## src/rtl/dp_sequencer_if.sv

```systemverilog
// Instruction-fetch port between dp_sequencer (master) and instruction memory (slave).
// The fetch address stays stable while imem_req is high. imem_data is valid in the cycle imem_ack is high.
interface dp_sequencer_if #(
  parameter int PC_W = 16
) ();
  logic            imem_req;
  logic            imem_ack;
  logic [15:0]     imem_data;
  logic [PC_W-1:0] pc;

  modport master (output imem_req, output pc, input imem_ack, input imem_data);
  modport slave  (input imem_req, input pc, output imem_ack, output imem_data);
endinterface

```

## src/rtl/dp_sequencer.sv

```systemverilog
// Fetch/decode/execute controller for the 16-register, 16-bit ALU datapath.
// It fetches an instruction word, drives the datapath selects from it, latches the ALU flags and resolves branches.
module dp_sequencer #(
  parameter int              PC_W     = 16,
  parameter logic [PC_W-1:0] RESET_PC = '0
) (
  input  logic          CLK,
  input  logic          CLR,
  input  logic          start,
  dp_sequencer_if.master imem,
  input  logic [4:0]    flags,
  output logic [3:0]    readRegA,
  output logic [3:0]    readRegB,
  output logic [7:0]    Imm,
  output logic [7:0]    op,
  output logic          selectImm,
  output logic [4:0]    loadReg,
  output logic          dp_clr,
  output logic          busy,
  output logic          halted
);

  typedef enum logic [2:0] {
    S_IDLE,
    S_FETCH,
    S_DECODE,
    S_EXEC,
    S_HALT
  } state_t;

  localparam logic [4:0] NO_WRITE = 5'b10000;

  state_t          state_q, state_d;
  logic [PC_W-1:0] pc_q, pc_d;
  logic [15:0]     ir_q, ir_d;
  logic [4:0]      psr_q, psr_d;

  logic [3:0] cls, rd, ext, rs;
  logic       is_alu, is_cmp, is_branch, cond_true;
  logic [PC_W-1:0] disp_ext;

  assign cls = ir_q[15:12];
  assign rd  = ir_q[11:8];
  assign ext = ir_q[7:4];
  assign rs  = ir_q[3:0];

  assign is_alu    = (cls <= 4'hB);
  assign is_cmp    = ((cls == 4'h0) && (ext == 4'hB)) || (cls == 4'hB);
  assign is_branch = (cls == 4'hC);
  assign disp_ext  = {{(PC_W-8){ir_q[7]}}, ir_q[7:0]};

  // psr layout matches the datapath flags: {C,L,F,Z,N}
  always_comb begin
    case (rd)
      4'd0:    cond_true =  psr_q[1];
      4'd1:    cond_true = !psr_q[1];
      4'd2:    cond_true =  psr_q[4];
      4'd3:    cond_true = !psr_q[4];
      4'd4:    cond_true =  psr_q[3];
      4'd5:    cond_true = !psr_q[3];
      4'd6:    cond_true =  psr_q[2];
      4'd7:    cond_true = !psr_q[2];
      4'd8:    cond_true = 1'b1;
      default: cond_true = 1'b0;
    endcase
  end

  // NOTE: every variable gets a default first so that no path through the case infers a latch.
  always_comb begin
    state_d = state_q;
    pc_d    = pc_q;
    ir_d    = ir_q;
    psr_d   = psr_q;
    case (state_q)
      S_IDLE, S_HALT: begin
        if (start) begin
          state_d = S_FETCH;
          pc_d    = RESET_PC;
          psr_d   = '0;
        end
      end
      S_FETCH: begin
        if (imem.imem_ack) begin
          ir_d    = imem.imem_data;
          state_d = S_DECODE;
        end
      end
      S_DECODE: state_d = S_EXEC;
      S_EXEC: begin
        if (is_alu) psr_d = flags;
        if (is_branch && cond_true) pc_d = pc_q + disp_ext;
        else                        pc_d = pc_q + 1'b1;
        state_d = (cls == 4'hF) ? S_HALT : S_FETCH;
      end
      default: state_d = S_IDLE;
    endcase
  end

  // NOTE: sequential state uses non-blocking assignments so that all registers update together on the edge.
  always_ff @(posedge CLK or negedge CLR) begin
    if (!CLR) begin
      state_q <= S_IDLE;
      pc_q    <= RESET_PC;
      ir_q    <= '0;
      psr_q   <= '0;
    end else begin
      state_q <= state_d;
      pc_q    <= pc_d;
      ir_q    <= ir_d;
      psr_q   <= psr_d;
    end
  end

  // The selects are decoded from ir_q, which changes only on a fetch, so they hold through DECODE and EXECUTE.
  always_comb begin
    readRegA  = '0;
    readRegB  = '0;
    Imm       = '0;
    op        = '0;
    selectImm = 1'b0;
    loadReg   = NO_WRITE;
    if (is_alu) begin
      readRegA = rd;
      readRegB = rs;
      Imm      = ir_q[7:0];
      if (cls == 4'h0) begin
        op        = {4'h0, ext};
        selectImm = 1'b0;
      end else begin
        op        = {cls, 4'h0};
        selectImm = 1'b1;
      end
      if ((state_q == S_EXEC) && !is_cmp) loadReg = {1'b0, rd};
    end
  end

  assign imem.imem_req = (state_q == S_FETCH);
  assign imem.pc       = pc_q;
  assign busy          = (state_q == S_FETCH) || (state_q == S_DECODE) || (state_q == S_EXEC);
  assign halted        = (state_q == S_HALT);
  assign dp_clr        = (state_q == S_IDLE);

endmodule

```

## src/flat_wrapper.sv

```systemverilog
// flat-port wrapper written by rule: the top's interface ports become plain ports
module dp_sequencer_flat 
#(
  parameter int              PC_W     = 16,
  parameter logic [PC_W-1:0] RESET_PC = '0
)
  (CLK, CLR, start, flags, readRegA, readRegB, Imm, op, selectImm, loadReg, dp_clr, busy, halted, imem_imem_req, imem_pc, imem_imem_ack, imem_imem_data);
  dp_sequencer_if #(.PC_W(PC_W)) imem_i ();
  input  logic CLK;
  input  logic CLR;
  input  logic start;
  input  logic [4:0] flags;
  output logic [3:0] readRegA;
  output logic [3:0] readRegB;
  output logic [7:0] Imm;
  output logic [7:0] op;
  output logic selectImm;
  output logic [4:0] loadReg;
  output logic dp_clr;
  output logic busy;
  output logic halted;
  output wire logic [$bits(imem_i.imem_req)-1:0] imem_imem_req;
  output wire logic [$bits(imem_i.pc)-1:0] imem_pc;
  input wire logic [$bits(imem_i.imem_ack)-1:0] imem_imem_ack;
  input wire logic [$bits(imem_i.imem_data)-1:0] imem_imem_data;
  assign imem_imem_req = imem_i.imem_req;
  assign imem_pc = imem_i.pc;
  assign imem_i.imem_ack = imem_imem_ack;
  assign imem_i.imem_data = imem_imem_data;
  dp_sequencer #(.PC_W(PC_W), .RESET_PC(RESET_PC)) u_core (.CLK(CLK), .CLR(CLR), .start(start), .imem(imem_i), .flags(flags), .readRegA(readRegA), .readRegB(readRegB), .Imm(Imm), .op(op), .selectImm(selectImm), .loadReg(loadReg), .dp_clr(dp_clr), .busy(busy), .halted(halted));
endmodule
```

## config.mk

```make
export PLATFORM = sky130hd
export DESIGN_NAME = dp_sequencer_flat
export DESIGN_NICKNAME = d
export VERILOG_FILES = /design/src/rtl/dp_sequencer_if.sv /design/src/rtl/dp_sequencer.sv /design/src/flat_wrapper.sv
export SDC_FILE = /design/constraint.sdc
export NUM_CORES = 1
export LEC_CHECK = 0
export CELL_PAD_IN_SITES_DETAIL_PLACEMENT = 2
export CELL_PAD_IN_SITES_GLOBAL_PLACEMENT = 2
export CORE_MARGIN = 8
export CORE_UTILIZATION = 30
export CTS_CLUSTER_DIAMETER = 30
export DETAILED_ROUTE_END_ITERATION = 10
export PLACE_DENSITY_LB_ADDON = 0.1
export SLEW_MARGIN = 10
export SYNTH_ARGS = -nofsm -noshare
export SYNTH_HDL_FRONTEND = slang
export SYNTH_SLANG_ARGS = --single-unit
```

## constraint.sdc

```tcl
create_clock -name CLK -period 5.96 [get_ports CLK]
set_input_delay 1.192 -clock CLK [delete_from_list [all_inputs] [get_ports CLK]]
set_output_delay 1.192 -clock CLK [all_outputs]
set_load 0.005 [all_outputs]
```

==> results.yml <==
outcome:
  status: "finished clean"
final_layout:
  final_cell_mix: "clkdlybuf4s50_1, dfrtp_1, nand2_1"
  mostFrequentLayoutCell: "clkdlybuf4s50_1"
  fin_nets: 379
  final_area_um2: 3390
  final_util_pct: 41.4
  fin_cells: 444
  area_growth_pct: 35.0
  diodes: 0
  drive_gt1_share_pct: 7.67
  fillCellCount: 900
place:
  dp_slack_ns: 1.85
  dp_hpwl_um: 6000
  io_buffer_count: 73
  dpl_cell_area_um2: 3310
  gp_congestion: 0.765
  dp_cells: 436
timing:
  whs_ns: 0.488
  final.setup_skew_ns: 0.00921
  worstMarginPinSlew_ns: 0.933
  period_share_pct: 68.8
  setup_tns_ns: 0
  slew_violations: 0
  report.final.hold_viol_count: 0
  setup_viol: 0
  fmax_mhz: 244
  layout_setup_ws_ns: 1.86
  grt_setup_unrepaired: "no"
  maxSlewHeadroom_pct: 37.8
  period_needed_ns: 4.10
logic_synthesis:
  ys_seq_elements: 39
  yosysSeqAreaShare_pct: 38.9
  synth_warnings: 0
  async_reset_ff_share_pct: 100
  syn_area_um2: 2510
  syn_inst: 271
  synth_ff_type: "dfrtp_1"
  synth_nets: 312
  synth-edff-count: 0
  avgSynthCellArea_um2: 9.26
  yosysUniqueCellTypes: 36
die:
  die_w_um: 107
  dieArea_um2: 11500
  coreArea_um2: 8180
  io_pins: 75
  initial_core_util_pct: 30.7
  fp-row-count: 33
  dieHeight_um: 107
setup_path:
  r2r_start: "u_core.ir_q[10]$_DFFE_PN0P_"
  worstSetupEndpointType: "flop"
  crit_path_max_fanout: 8
  cp.arrival_ns: 4.25
  worstRegToRegCells: 15
  reg2reg_slack_ns: 1.86
  crit_family: "compound AO/OA/AOI/OAI gates"
  crit_chain: "mux2i_1 > xor2_1 > a211o_1 > a2111oi_4 > nand2b_1 > ha_1 > fa_1 > a21o_1 > a21o_1 > a21oi_1 > a21oi_1 > a21o_1 > a21oi_1 > nor2b_1 > o41ai_1"
  path_buf_inv: 0
  slowest_delay_ns: 0.56
  worstSetupEndpoint: "u_core.imem.pc[12]$_DFFE_PN0P_"
  crit_start: "u_core.ir_q[10]$_DFFE_PN0P_"
  crit_required_ns: 6.11
  startpoint_type: "flop"
  crit_slowest_cell: "a2111oi_4"
  reg2reg_to: "u_core.imem.pc[12]$_DFFE_PN0P_"
  cp.depth: 15
  critPathKind: "reg -> reg"
drt:
  viasPerCell: 5.03
  wl_per_cell_um: 17.5
  ant_nets: 0
  drt-total-wl_um: 7770
  drc: 0
  dr_total_vias: 2235
  drt-initial-drc-count: 40
  firstDrtPassIters: 4
clock_tree:
  post_cts_resized: 0
  cts.sinks: 39
  numCtsBuffers: 5
  cts.htree.levels: 2
  clkLatencyLatePin_ns: 0.29
  cts_tree: "done"
  cts_setup_buffers: 0
  clock_path_buffers: 2
  clkSlewWorstSetupHoldPaths_ns: 0.08
  cts-hold-fix-buffers: 0
  clockRootBuffer: "clkbuf_8"
grt:
  grt_pass1_vias: 2481
  grt_overflow: 0
  grt_use_total_pct: 14.0
  grt_max_degree: 40
  antenna_found_initial: 0
  grt_pass1_wl_um: 12800
power:
  ir_worst_vdd_mv: 0.165
  power.total_mw: 1.58
  p_per_area_nw_per_um2: 466
  p_leak_nw: 1.49
flow_run:
  maxCapViolations: 0
worst_hold_path:
  hold_class: "reg -> reg"
## per-layer routing
layer | vias up | share of wire, % | track usage [%]
met3 | 5 | 4.4 | 3.11
met1 | 1118 | 43 | 16.0
li1 | 1068 | - | -
met4 | 0 | 0.90 | 3.57
met2 | 44 | 52 | 25.7
met5 | - | 0 | 0
## report_power, final
group	switching [mW]	leakage [nW]	total, mW	internal, mW
clock	0.0930	0.0422	0.175	0.0823
combinational	0.378	0.949	0.883	0.504
sequential	0.141	0.498	0.520	0.379
total	0.612	1.49	1.58	0.966
## state kept, by name, indices dropped and copies added (netlist names)
name	count
u_core.state_q	3
u_core.imem.pc	16
u_core.psr_q	4
u_core.ir_q	16
## worst register-to-register path: stages (launching register included)
cell,delay (ns)
dfrtp_1,0.45
mux2i_1,0.24
xor2_1,0.09
a211o_1,0.33
a2111oi_4,0.56
nand2b_1,0.14
ha_1,0.23
fa_1,0.43
a21o_1,0.18
a21o_1,0.19
a21oi_1,0.20
a21oi_1,0.14
a21o_1,0.21
a21oi_1,0.29
nor2b_1,0.20
o41ai_1,0.08
## synthesized netlist by cell type, types with 2 or more instances
library cell  count  share of area [%]
dfrtp_1          39                 39
nand2_1          31                4.6
and2_1           28                7.0
o21ai_0          21                4.2
a21oi_1          17                3.4
mux2_2           16                7.2
ha_1             15                7.5
inv_1            11                1.6
clkbuf_1         10                1.5
nand3_1          10                2.0
nor2_1            9                1.3
xnor2_1           9                3.1
a21o_1            8                2.4
xor2_1            6                2.1
nor3_1            5                1.0
buf_4             4                1.2
a22o_1            3                1.0
nand2b_1          3               0.75
nor2b_1           3               0.75
a211oi_1          2               0.60
a31oi_1           2               0.50
mux2i_1           2               0.80
o21bai_1          2               0.60
o22ai_1           2               0.50
o41ai_1           2               0.70
## worst min path at each step
stage	startpoint	endpoint	slack, ns	depth (start not counted)
floorplan	u_core.psr_q[4]$_DFFE_PN0P_	u_core.psr_q[4]$_DFFE_PN0P_	0.44	2
global placement	u_core.psr_q[2]$_DFFE_PN0P_	u_core.psr_q[2]$_DFFE_PN0P_	0.45	2
detailed placement	u_core.psr_q[2]$_DFFE_PN0P_	u_core.psr_q[2]$_DFFE_PN0P_	0.47	2
CTS	u_core.psr_q[2]$_DFFE_PN0P_	u_core.psr_q[2]$_DFFE_PN0P_	0.49	2
global route	u_core.psr_q[2]$_DFFE_PN0P_	u_core.psr_q[2]$_DFFE_PN0P_	0.51	2
finish	u_core.psr_q[2]$_DFFE_PN0P_	u_core.psr_q[2]$_DFFE_PN0P_	0.49	2
## layout make-up
type	instances	area, µm²	area share, %
Multi-Input combinational cell	207	1430	42.1
Tap cell	105	131	3.88
Timing Repair Buffer	74	733	21.6
Sequential cell	39	976	28.8
Inverter	11	41.3	1.22
Clock buffer	7	76.3	2.25
Clock inverter	1	5.00	0.148
## logic make-up after synthesis
logic type,share of synthesized area [%]
compound gates,16.1
xor+xnor,5.23
fa+ha+maj,8.28
buf+inv,4.34
flops,38.9
mux,7.98
simple gates,19.2
Note: power is estimated with default switching activity, not from simulation.
